**src/rtl/alu_share_ctrl.sv**
```systemverilog
// Round-robin controller sharing one ALU between two requesters.
// One operation is in flight at a time, and the result is held until the owner consumes it.
module alu_share_ctrl #(
  parameter int DATAWIDTH = 8
) (
  input  logic                 clk,
  input  logic                 rst,
  input  logic                 req0_valid,
  output logic                 req0_ready,
  input  logic [2:0]           req0_op,
  input  logic [DATAWIDTH-1:0] req0_a,
  input  logic [DATAWIDTH-1:0] req0_b,
  output logic                 rsp0_valid,
  input  logic                 rsp0_ready,
  input  logic                 req1_valid,
  output logic                 req1_ready,
  input  logic [2:0]           req1_op,
  input  logic [DATAWIDTH-1:0] req1_a,
  input  logic [DATAWIDTH-1:0] req1_b,
  output logic                 rsp1_valid,
  input  logic                 rsp1_ready,
  output logic [DATAWIDTH-1:0] rsp_data,
  output logic [2:0]           rsp_flags,
  output logic                 busy
);

  // valid/ready: a transfer happens on a rising edge where both valid and ready are high.
  // A requester holds valid and its payload until ready; dropping valid withdraws the request.
  typedef enum logic [1:0] {IDLE = 2'd0, EXEC = 2'd1, RESP = 2'd2} state_t;

  state_t                 state;
  logic                   last_grant;
  logic                   owner;
  logic [2:0]             op_q;
  logic [DATAWIDTH-1:0]   a_q;
  logic [DATAWIDTH-1:0]   b_q;
  logic                   grant0;
  logic                   grant1;
  logic [DATAWIDTH:0]     sum_ext;
  logic [DATAWIDTH:0]     diff_ext;
  logic [DATAWIDTH-1:0]   alu_res;
  logic                   alu_c;
  logic                   alu_v;
  logic                   owner_rsp_ready;

  // Under contention, the requester that did not win last time gets the grant.
  always_comb begin
    grant0 = (state == IDLE) && req0_valid && (!req1_valid || last_grant);
    grant1 = (state == IDLE) && req1_valid && (!req0_valid || !last_grant);
  end

  assign req0_ready      = grant0;
  assign req1_ready      = grant1;
  assign busy            = (state != IDLE);
  assign owner_rsp_ready = owner ? rsp1_ready : rsp0_ready;

  always_comb begin
    sum_ext  = {1'b0, a_q} + {1'b0, b_q};
    diff_ext = {1'b0, a_q} - {1'b0, b_q};
    alu_res  = '0;
    alu_c    = 1'b0;
    alu_v    = 1'b0;
    case (op_q)
      3'b000: begin
        alu_res = sum_ext[DATAWIDTH-1:0];
        alu_c   = sum_ext[DATAWIDTH];
        alu_v   = (a_q[DATAWIDTH-1] == b_q[DATAWIDTH-1]) &&
                  (sum_ext[DATAWIDTH-1] != a_q[DATAWIDTH-1]);
      end
      3'b001: begin
        alu_res = diff_ext[DATAWIDTH-1:0];
        alu_c   = diff_ext[DATAWIDTH];
        alu_v   = (a_q[DATAWIDTH-1] != b_q[DATAWIDTH-1]) &&
                  (diff_ext[DATAWIDTH-1] != a_q[DATAWIDTH-1]);
      end
      3'b010: alu_res = ~a_q;
      3'b011: alu_res = a_q & b_q;
      3'b100: alu_res = a_q | b_q;
      3'b101: alu_res = a_q ^ b_q;
      3'b110: alu_res = {{(DATAWIDTH-1){1'b0}}, ($signed(a_q) < $signed(b_q))};
      default: alu_res = {{(DATAWIDTH-1){1'b0}}, (a_q == b_q)};
    endcase
  end

  always_ff @(posedge clk) begin
    if (rst) begin
      state      <= IDLE;
      last_grant <= 1'b1;
      owner      <= 1'b0;
      op_q       <= '0;
      a_q        <= '0;
      b_q        <= '0;
      rsp0_valid <= 1'b0;
      rsp1_valid <= 1'b0;
      rsp_data   <= '0;
      rsp_flags  <= '0;
    end else begin
      case (state)
        IDLE: begin
          if (grant0 || grant1) begin
            op_q       <= grant1 ? req1_op : req0_op;
            a_q        <= grant1 ? req1_a  : req0_a;
            b_q        <= grant1 ? req1_b  : req0_b;
            owner      <= grant1;
            last_grant <= grant1;
            state      <= EXEC;
          end
        end
        EXEC: begin
          rsp_data   <= alu_res;
          rsp_flags  <= {alu_c, alu_v, (alu_res == '0)};
          rsp0_valid <= ~owner;
          rsp1_valid <= owner;
          state      <= RESP;
        end
        RESP: begin
          // The non-owner's rsp_ready is ignored.
          if (owner_rsp_ready) begin
            rsp0_valid <= 1'b0;
            rsp1_valid <= 1'b0;
            state      <= IDLE;
          end
        end
        default: state <= IDLE;
      endcase
    end
  end

endmodule

```
**config.mk**
```make
export PLATFORM = sky130hd
export DESIGN_NAME = alu_share_ctrl
export DESIGN_NICKNAME = d
export VERILOG_FILES = /design/src/rtl/alu_share_ctrl.sv
export SDC_FILE = /design/constraint.sdc
export NUM_CORES = 1
export LEC_CHECK = 0
export ABC_AREA = 1
export BUFFER_PORTS_ARGS = -buffer_cell sky130_fd_sc_hd__buf_2
export CAP_MARGIN = 10
export CORE_MARGIN = 5
export CORE_UTILIZATION = 60
export CTS_CLUSTER_SIZE = 28
export DETAILED_ROUTE_END_ITERATION = 16
export PLACE_DENSITY_LB_ADDON = 0.05
export SYNTH_ARGS = -nofsm -noshare
export SYNTH_HDL_FRONTEND = slang
export SYNTH_SLANG_ARGS = --single-unit
```
**constraint.sdc**
```tcl
create_clock -name clk -period 4.7 [get_ports clk]
set_clock_uncertainty 0.2 [all_clocks]
set_input_delay 0.94 -clock clk [delete_from_list [all_inputs] [get_ports clk]]
set_output_delay 0.94 -clock clk [all_outputs]
set_load 0.05 [all_outputs]
```
==> metrics, run 1 <==
clk buf depth=2; register area=720.7 sq um; Critical Path RT=3.56 ns; hold_buf cts=0; antenna cells=0; Layout area overhead=10.85%; critical path arrival=2.19 ns; first-pass GRT wire length=12470 microns; Final Hold Vio Count=0; placed cell count=562; final setup fails=0; Setup WS pre-CTS=1.361 ns; total CTS buffers=5; unrepaired setup endpoints after global routing=no; Rel. slew slack=35.88%; Reg2Reg Depth=13; Critical Path Fanout Max=24; die area=6512 sq um; antenna violations before repair=0; Syn Std Cell Area=2999 sq um; final hold slack=0.2766 ns; Antenna Violating Nets Remaining=0; met2 WL=3153 microns; Routed WL per cell=12.77 microns; Critical Path Sink=req1_ready; final core utilization=69.46%; critical path endpoint category=primary output; max-cap violations=0; Slew @ Worst Pin=0.9595 ns; I/O Pins=60; Final min period=3.332 ns; Yosys cell types=37; Power Density=372.6 nW/um^2; # H-tree levels=2; CP Launch Type=input port; Post-synth ARST share=0%; filler cell count in the final layout=481; final setup margin=1.368 ns; worst reg-to-reg setup slack=2.24 ns; worst setup path start=req0_valid; GRT Overall Usage=24.22%; Mapped Cells=456; TritonCTS Sinks=36; setup bufs post-CTS=0; multi-input logic area=1867 sq um; status=finished, final reports clean; cell leakage power=1.698 nW; Pre-antenna DRT Iters=5; #FFs+latches synth=36; IO buf count=59; Initial Util=62.67%; CTS tree=built; Worst-Skew Late Latency=0.29 ns; Cell Rows=25; Finished Layout Cells=570; Final nets=572; vias in the first global route=2737; CTS Root Buffer Type=clkbuf_8; IR drop worst, VDD=0.2496 mV; Worst-path clk slew=0.07 ns; Synthesized Nets=526; Final GP Congestion=0.9415; fraction of final layout cells with drive strength greater than 1=22.07%; sequential share of the synthesized area=24.03%; largest net degree at the start of global routing=39; Fmax=300.1 MHz; setup tns final=0 ns; grt total ovfl=0; Die Ht=80.70 microns; hold crit path type=reg2reg; most common flop cell mapped by yosys=dfxtp_1; routed wl met3=451 microns; Mapped Avg Cell Area=6.577 sq um; part of the cycle the worst path needs=70.89%; DR iter-0 viols=206; Die Wd=80.70 microns; Resized cells post-CTS=0; routed via count=3002; r2r endpoint=rsp_flags[0]; Core Area=4786 sq um; number of synthesized flops with an enable pin=0; critical path class=in2out; fin. max-slew vios=0; Worst R2R Start=a_q[0]; wire length on met1=3509 microns; DR top layer=met4; via/cell ratio=5.267; Final HPWL DP=5685 microns; Yosys warnings=0; Residual DRC=0; wirelength, routed=7281 microns
placed cells by master (no fill, tap or decap), types with 15 or more instances in the layout:
| master | n |
|---|---|
| a31oi_1 | 19 |
| nand3_1 | 41 |
| dfxtp_1 | 36 |
| buf_2 | 59 |
| inv_1 | 50 |
| o21ai_0 | 28 |
| inv_2 | 15 |
| nor2_1 | 37 |
| ha_1 | 24 |
| nand2_1 | 104 |
power by group:
part	leakage, nW	switching, W	total (W)	internal [W]
registers	0.297	0.0000535	0.000400	0.000347
clock network	0.0479	0.000112	0.000215	0.000103
logic	1.35	0.000423	0.000624	0.000200
state kept, by name, indices dropped and copies added, names as in the netlist:
name / flops
a_q: 8
b_q: 8
last_grant: 1
op_q: 3
owner: 1
rsp0_valid: 1
rsp1_valid: 1
rsp_data: 8
rsp_flags: 3
state: 2
Yosys cell counts, types with 3 or more instances:
master,count,area [sq um]
o21ai_0,28,140.1
inv_1,50,187.7
nand3_2,5,50.05
inv_2,15,56.30
a21oi_2,3,26.28
a21oi_1,12,60.06
clkbuf_1,6,22.52
o22ai_1,4,25.02
buf_2,5,25.02
buf_4,3,22.52
dfxtp_1,36,720.7
nand2_2,3,18.77
buf_6,7,78.83
o21ai_1,7,35.03
ha_1,24,300.3
nor2_1,37,138.9
o211ai_1,4,30.03
nand2_1,104,390.4
a31oi_1,19,118.9
nand3_1,41,205.2
nand4_1,13,81.33
nor2_2,8,50.05
per-stage QoR:
stage / power [W] / area, sq um
after global placement: 0.001012 / 3237
after floorplan: 0.0009067 / 2999
after CTS: 0.001241 / 3324
after detailed placement: 0.001024 / 3237
after global routing: 0.001346 / 3324
final: 0.001239 / 3324
worst min-delay path by stage:
stage	from	depth (start not counted)	slack, ns	endpoint
finish	rsp_flags[0]	2	0.28	rsp_flags[0]
global route	rsp0_valid	2	0.31	rsp0_valid
CTS	rsp_flags[0]	2	0.27	rsp_flags[0]
detailed placement	rsp_flags[0]	2	0.26	rsp_flags[0]
global placement	rsp_flags[0]	2	0.26	rsp_flags[0]
floorplan	last_grant	2	0.25	last_grant
routing by layer:
| layer | global-route usage [%] | vias up |
|---|---|---|
| li1 | - | 1579 |
| met1 | 33.49 | 1300 |
| met2 | 37.42 | 107 |
| met3 | 4.933 | 16 |
| met4 | 8.277 | 0 |
| met5 | 0 | - |
worst max-delay path, cell delays in order:
cell     delay [ns]
buf_2          0.10
nand2_1        0.05
nand3_1        0.07
buf_4          0.22
inv_1          0.43
buf_2          0.37
cell families after synthesis:
| family | Yosys count | share of synthesized area, % |
|---|---|---|
| compound gates | 83 | 16.48 |
| buf+inv | 89 | 13.73 |
| xor+xnor | 2 | 0.5842 |
| flops | 36 | 24.03 |
| fa+ha+maj | 26 | 11.35 |
| simple gates | 220 | 33.83 |
cell type report:
type | count | share of cell area [%]
Clock inverter | 3 | 0.5645
Sequential cell | 36 | 21.68
Multi-Input combinational cell | 331 | 56.15
Timing Repair Buffer | 60 | 9.108
Inverter | 68 | 7.904
Tap cell | 67 | 2.522
Clock buffer | 5 | 2.070
(Power assumes the default switching activity.)
==> run 2: changes to the inputs <==
--- a/config.mk
+++ b/config.mk
@@ -9,7 +9,7 @@
 export BUFFER_PORTS_ARGS = -buffer_cell sky130_fd_sc_hd__buf_2
 export CAP_MARGIN = 10
 export CORE_MARGIN = 5
-export CORE_UTILIZATION = 60
+export CORE_UTILIZATION = 56
 export CTS_CLUSTER_SIZE = 28
 export DETAILED_ROUTE_END_ITERATION = 16
 export PLACE_DENSITY_LB_ADDON = 0.05
==> constraint.sdc (replaced) <==
create_clock -name clk -period 3.4 [get_ports clk]
set_clock_uncertainty 0.2 [all_clocks]
set_input_delay 0.68 -clock clk [delete_from_list [all_inputs] [get_ports clk]]
set_output_delay 0.68 -clock clk [all_outputs]
set_load 0.05 [all_outputs]
==> run 2 against run 1 <==
Combinational power increased by 41%. Utilization fell by 4.4 points. Critical endpoint is now rsp_flags[0]. Critical path type is now reg2reg. Register-to-register slack got worse by 1.2 ns. Clock power grew 39%. Setup slack got worse by 0.35 ns. Cell count increased by 0.88%. Power increased by 40%.
==> metrics, run 2 (synthesis results as in run 1) <==
filler cell count in the final layout=508; Pre-antenna DRT Iters=7; Routed WL per cell=13.30 microns; Flop pwr share=31.9%; Layout area overhead=11.47%; fraction of final layout cells with drive strength greater than 1=22.38%; TritonCTS Sinks=36; CP Launch Type=flop; commonest non-fill, non-tap cell in the layout=nand2_1; Slew @ Worst Pin=0.7854 ns; die area=6919 sq um; Critical Path RT=3.43 ns; setup tns final=0 ns; Setup WS pre-CTS=1.041 ns; Antenna Violating Nets Remaining=0; Fmax=420.4 MHz; Cell Int Power=0.0009024 W; first-pass GRT wire length=13690 microns; Cell Area, Placed=3256 sq um; Critical Path Fanout Max=4; fin. max-slew vios=0; hold crit path type=reg2reg; critical path arrival=2.41 ns; P_sw=0.0008295 W; unrepaired setup endpoints after global routing=no; Final Hold Vio Count=0; Residual DRC=0; Die Wd=83.18 microns; I/O Pins=60; Clock power frac=17.2%; # H-tree levels=2; worst setup path start=a_q[0]; CTS tree=built; Final HPWL DP=5937 microns; Worst-path clk slew=0.07 ns; GRT Overall Usage=23.47%; hold_buf cts=0; largest net degree at the start of global routing=39; Worst-Skew Late Latency=0.28 ns; via/cell ratio=5.358; final setup fails=0; hold_sp=owner; IO buf count=59; Final nets=574; vias in the first global route=3000; most frequent cells in the layout=104 x nand2_1, 59 x buf_2, 50 x inv_1; Initial Util=58.35%; Final min period=2.379 ns; Power Density=518.0 nW/um^2; Die Ht=83.18 microns; Core Area=5140 sq um; part of the cycle the worst path needs=69.96%; max-cap violations=0; antenna cells=0; status=finished, final reports clean; grt total ovfl=0; final instance area=3343 sq um; critical path class=reg2reg; Final GP Congestion=0.9193; Cell Rows=26; total CTS buffers=5; switching portion of total power=47.90%; Rel. slew slack=47.57%; Logic pwr share=50.9%; antenna violations before repair=0; critical path endpoint category=flop; DR iter-0 viols=330; final setup margin=1.021 ns; wirelength, routed=7650 microns; IR drop worst, VDD=0.2894 mV; clk buf depth=2; biggest regs=a_q (8), b_q (8), rsp_data (8); routed via count=3081; cell leakage power=1.708 nW; setup bufs post-CTS=0; Resized cells post-CTS=0; Worst R2R Start=a_q[0]; CTS Root Buffer Type=clkbuf_8
-- run 2: cell types whose count changed in the layout (fill, tap and decap cells not counted), sizes merged --
cell  before  now
buf       60   62
-- run 2: per-layer routing --
layer / share of wire [%] / GRT usage, % / vias to the layer above
met5: 0 / 0 / -
met4: 2.7 / 9.064 / 0
met3: 7.9 / 5.347 / 21
met2: 42 / 34.77 / 141
met1: 47 / 32.87 / 1329
li1: - / - / 1590
-- run 2: critical path, cell delays in order (launching register included) --
cell and delay, ns:
dfxtp_1 0.34, inv_1 0.09, ha_1 0.16, inv_1 0.08, fa_1 0.41, nand2_1 0.12, nand2_2 0.08, nand2_1 0.07
nand2_1 0.05, nand3_1 0.08, nand2_1 0.05, nor2_1 0.21, nand3_2 0.11, nor2_2 0.09, nand3_2 0.07, a21oi_2 0.11
-- run 2: layout make-up --
class,instances,area [sq um],share of cell area [%]
Tap cell,70,87.58,2.620
Clock inverter,3,18.77,0.5614
Sequential cell,36,720.7,21.56
Multi-Input combinational cell,331,1867,55.84
Inverter,68,262.8,7.859
Timing Repair Buffer,62,317.8,9.506
Clock buffer,5,68.82,2.058
-- run 2: per-stage QoR --
step,utilization (%),std cells,total power [W],hold WS [ns]
final,65.04,575,0.001732,0.2784
after detailed placement,63.34,567,0.001430,0.2731
after global routing,65.04,575,0.001883,0.3065
after CTS,65.04,575,0.001730,0.2832
after global placement,63.34,567,0.001415,0.2697
after floorplan,-,456,0.001253,0.2512
-- run 2: power by group through the flow --
stage	sequential, W	clock (W)	combinational, W
after floorplan	0.000587	0	0.000666
after global placement	0.000557	0	0.000857
after detailed placement	0.000560	0	0.000870
after CTS	0.000551	0.000305	0.000873
after global routing	0.000562	0.000329	0.000992
final	0.000552	0.000298	0.000882
-- run 2: worst paths after layout --
check | cells after the start | slack, ns | endpoint
min | 2 | 0.28 | owner
max reg2reg | 15 | 1.02 | rsp_flags[0]
max | 15 | 1.02 | rsp_flags[0]
min reg2reg | 2 | 0.28 | owner
==> run 3: changes to the inputs <==
--- a/config.mk
+++ b/config.mk
@@ -9,7 +9,7 @@
 export BUFFER_PORTS_ARGS = -buffer_cell sky130_fd_sc_hd__buf_2
 export CAP_MARGIN = 10
 export CORE_MARGIN = 5
-export CORE_UTILIZATION = 56
+export CORE_UTILIZATION = 51
 export CTS_CLUSTER_SIZE = 28
 export DETAILED_ROUTE_END_ITERATION = 16
 export PLACE_DENSITY_LB_ADDON = 0.05
==> constraint.sdc (replaced) <==
create_clock -name clk -period 2 [get_ports clk]
set_clock_uncertainty 0.2 [all_clocks]
set_input_delay 0.4 -clock clk [delete_from_list [all_inputs] [get_ports clk]]
set_output_delay 0.4 -clock clk [all_outputs]
set_load 0.05 [all_outputs]
==> run 3 against run 2 <==
The run now ends with setup timing left. Clock power increased by 89%. Via count increased by 6.8%. Die area increased by 8.6%. Non-clock buffer count increased by 52. Critical path type unchanged. Largest cell class unchanged.
==> metrics, run 3 (synthesis results as in run 1) <==
routed via count=3289; hold_sp=req0_b[1]; Power Density=896.8 nW/um^2; largest net degree at the start of global routing=39; Hold EP=b_q[1]; Core Area=5816 sq um; hold_buf cts=0; final core utilization=69.97%; final setup margin=-0.1773 ns; antenna violations before repair=0; r2r endpoint=rsp_flags[0]; die area=7514 sq um; Initial Util=51.57%; wirelength, routed=8948 microns; Slew @ Worst Pin=0.4756 ns; CP Launch Type=flop; Final HPWL DP=6779 microns; Final nets=626; total power=0.003649 W; Final Hold Vio Count=0; vias in the first global route=3170; setup tns final=-0.2597 ns; failing checks=setup timing; Setup WS pre-CTS=-0.2185 ns; Cell Rows=28; part of the cycle the worst path needs=108.9%; IO buf count=59; I/O Pins=60; max-cap violations=0; worst reg-to-reg setup slack=-0.18 ns; Residual DRC=0; TritonCTS Sinks=36; Pre-antenna DRT Iters=5; total CTS buffers=5; antenna cells=0; Worst-path clk slew=0.08 ns; Worst R2R Start=b_q[0]; CTS tree=built; critical path endpoint category=flop; IR drop worst, VDD=0.4941 mV; GRT Overall Usage=24.60%; biggest regs=a_q (8), b_q (8), rsp_data (8); CTS Root Buffer Type=clkbuf_8; Critical Path Fanout Max=4; Reg2Reg Depth=13; Final GP Congestion=0.9849; # H-tree levels=2; clk buf depth=2; Fmax=459.3 MHz; grt total ovfl=0; fraction of final layout cells with drive strength greater than 1=40.75%; unrepaired setup endpoints after global routing=yes; cell leakage power=1.992 nW; first-pass GRT wire length=14810 microns; status=finished, violations left; worst hold path cell count=3; fin. max-slew vios=0; Antenna Violating Nets Remaining=0; most frequent cells in the layout=95 x nand2_1, 58 x buf_2, 52 x buf_4; Layout area overhead=35.67%; Die Wd=86.69 microns; Final min period=2.177 ns; via/cell ratio=5.204; hold crit path type=in2reg; Routed WL per cell=14.16 microns; Die Ht=86.69 microns; Worst-Skew Late Latency=0.30 ns; critical path class=reg2reg; DR iter-0 viols=225; commonest non-fill, non-tap cell in the layout=nand2_1; worst setup path start=b_q[0]; final setup fails=2; Critical Path RT=2.04 ns; Rel. slew slack=68.26%; critical path arrival=2.21 ns
[run 3: cell count changes in the layout (fill, tap and decap cells not counted), moves of 6 or more]
cell,change
buf_4,+49
ha_1,-13
nand3_1,-11
nand2_1,-9
nand3_2,+9
dfxtp_1,-8
inv_1,-8
nand2_2,+8
ha_4,+7
inv_2,+7
ha_2,+6
[run 3: worst max path at each step]
stage / endpoint / slack (ns)
final: rsp_flags[0] / -0.18
after global routing: rsp_flags[0] / -0.26
after global placement: rsp_flags[0] / -0.15
after floorplan: rsp_flags[0] / -0.01
after CTS: rsp_flags[0] / -0.12
after detailed placement: rsp_flags[0] / -0.22
[run 3: area by class of cell]
| class | count | area [sq um] |
|---|---|---|
| Clock buffer | 7 | 86.33 |
| Clock inverter | 1 | 7.507 |
| Fill cell | 527 | 1747 |
| Inverter | 68 | 267.8 |
| Multi-Input combinational cell | 331 | 2141 |
| Sequential cell | 36 | 738.2 |
| Tap cell | 75 | 93.84 |
| Timing Repair Buffer | 114 | 734.5 |
[run 3: critical path, stage by stage, from the launching register on]
cell and delay (ns):
dfxtp_4 0.37, ha_2 0.18, fa_2 0.37, inv_1 0.07, nand2_1 0.06, nand2_1 0.06, nor2_1 0.04, nor2_1 0.13
nand3_2 0.12, nor2_2 0.14, nand3_2 0.08, nor2_2 0.09, nand3_2 0.07, a21oi_2 0.11
[run 3: repair_timing]
item / in CTS / in global routing
buffers inserted: 0 / 2
resized for setup: 28 / 54
pin swaps: 7 / 23
hold endpoints to repair: 0 / 0
endpoints found under the setup margin: 11 / 12
[run 3: through the flow]
| step | instance area (sq um) | hold slack (ns) | std cells |
|---|---|---|---|
| detailed placement | 3672 | 0.2770 | 623 |
| finish | 4069 | 0.1459 | 632 |
| CTS | 3875 | 0.1457 | 631 |
| floorplan | 3014 | 0.2506 | 456 |
| global placement | 3672 | 0.2683 | 623 |
| global route | 4069 | 0.1434 | 632 |
[run 3: metal layers]
layer | up-vias | global-route usage, % | wire [microns] | part of all wire [%]
met1 | 1467 | 35.61 | 4372 | 49
li1 | 1693 | - | - | -
met4 | 0 | 8.499 | 238 | 2.7
met3 | 20 | 3.707 | 449 | 5.0
met2 | 109 | 37.00 | 3887 | 43
met5 | - | 0 | 0 | 0
[run 3: where the power goes]
group | internal (W) | switching (W) | leakage, nW
Clock | 0.000280 | 0.000282 | 0.0445
Sequential | 0.000820 | 0.0000753 | 0.301
Combinational | 0.000878 | 0.00131 | 1.65
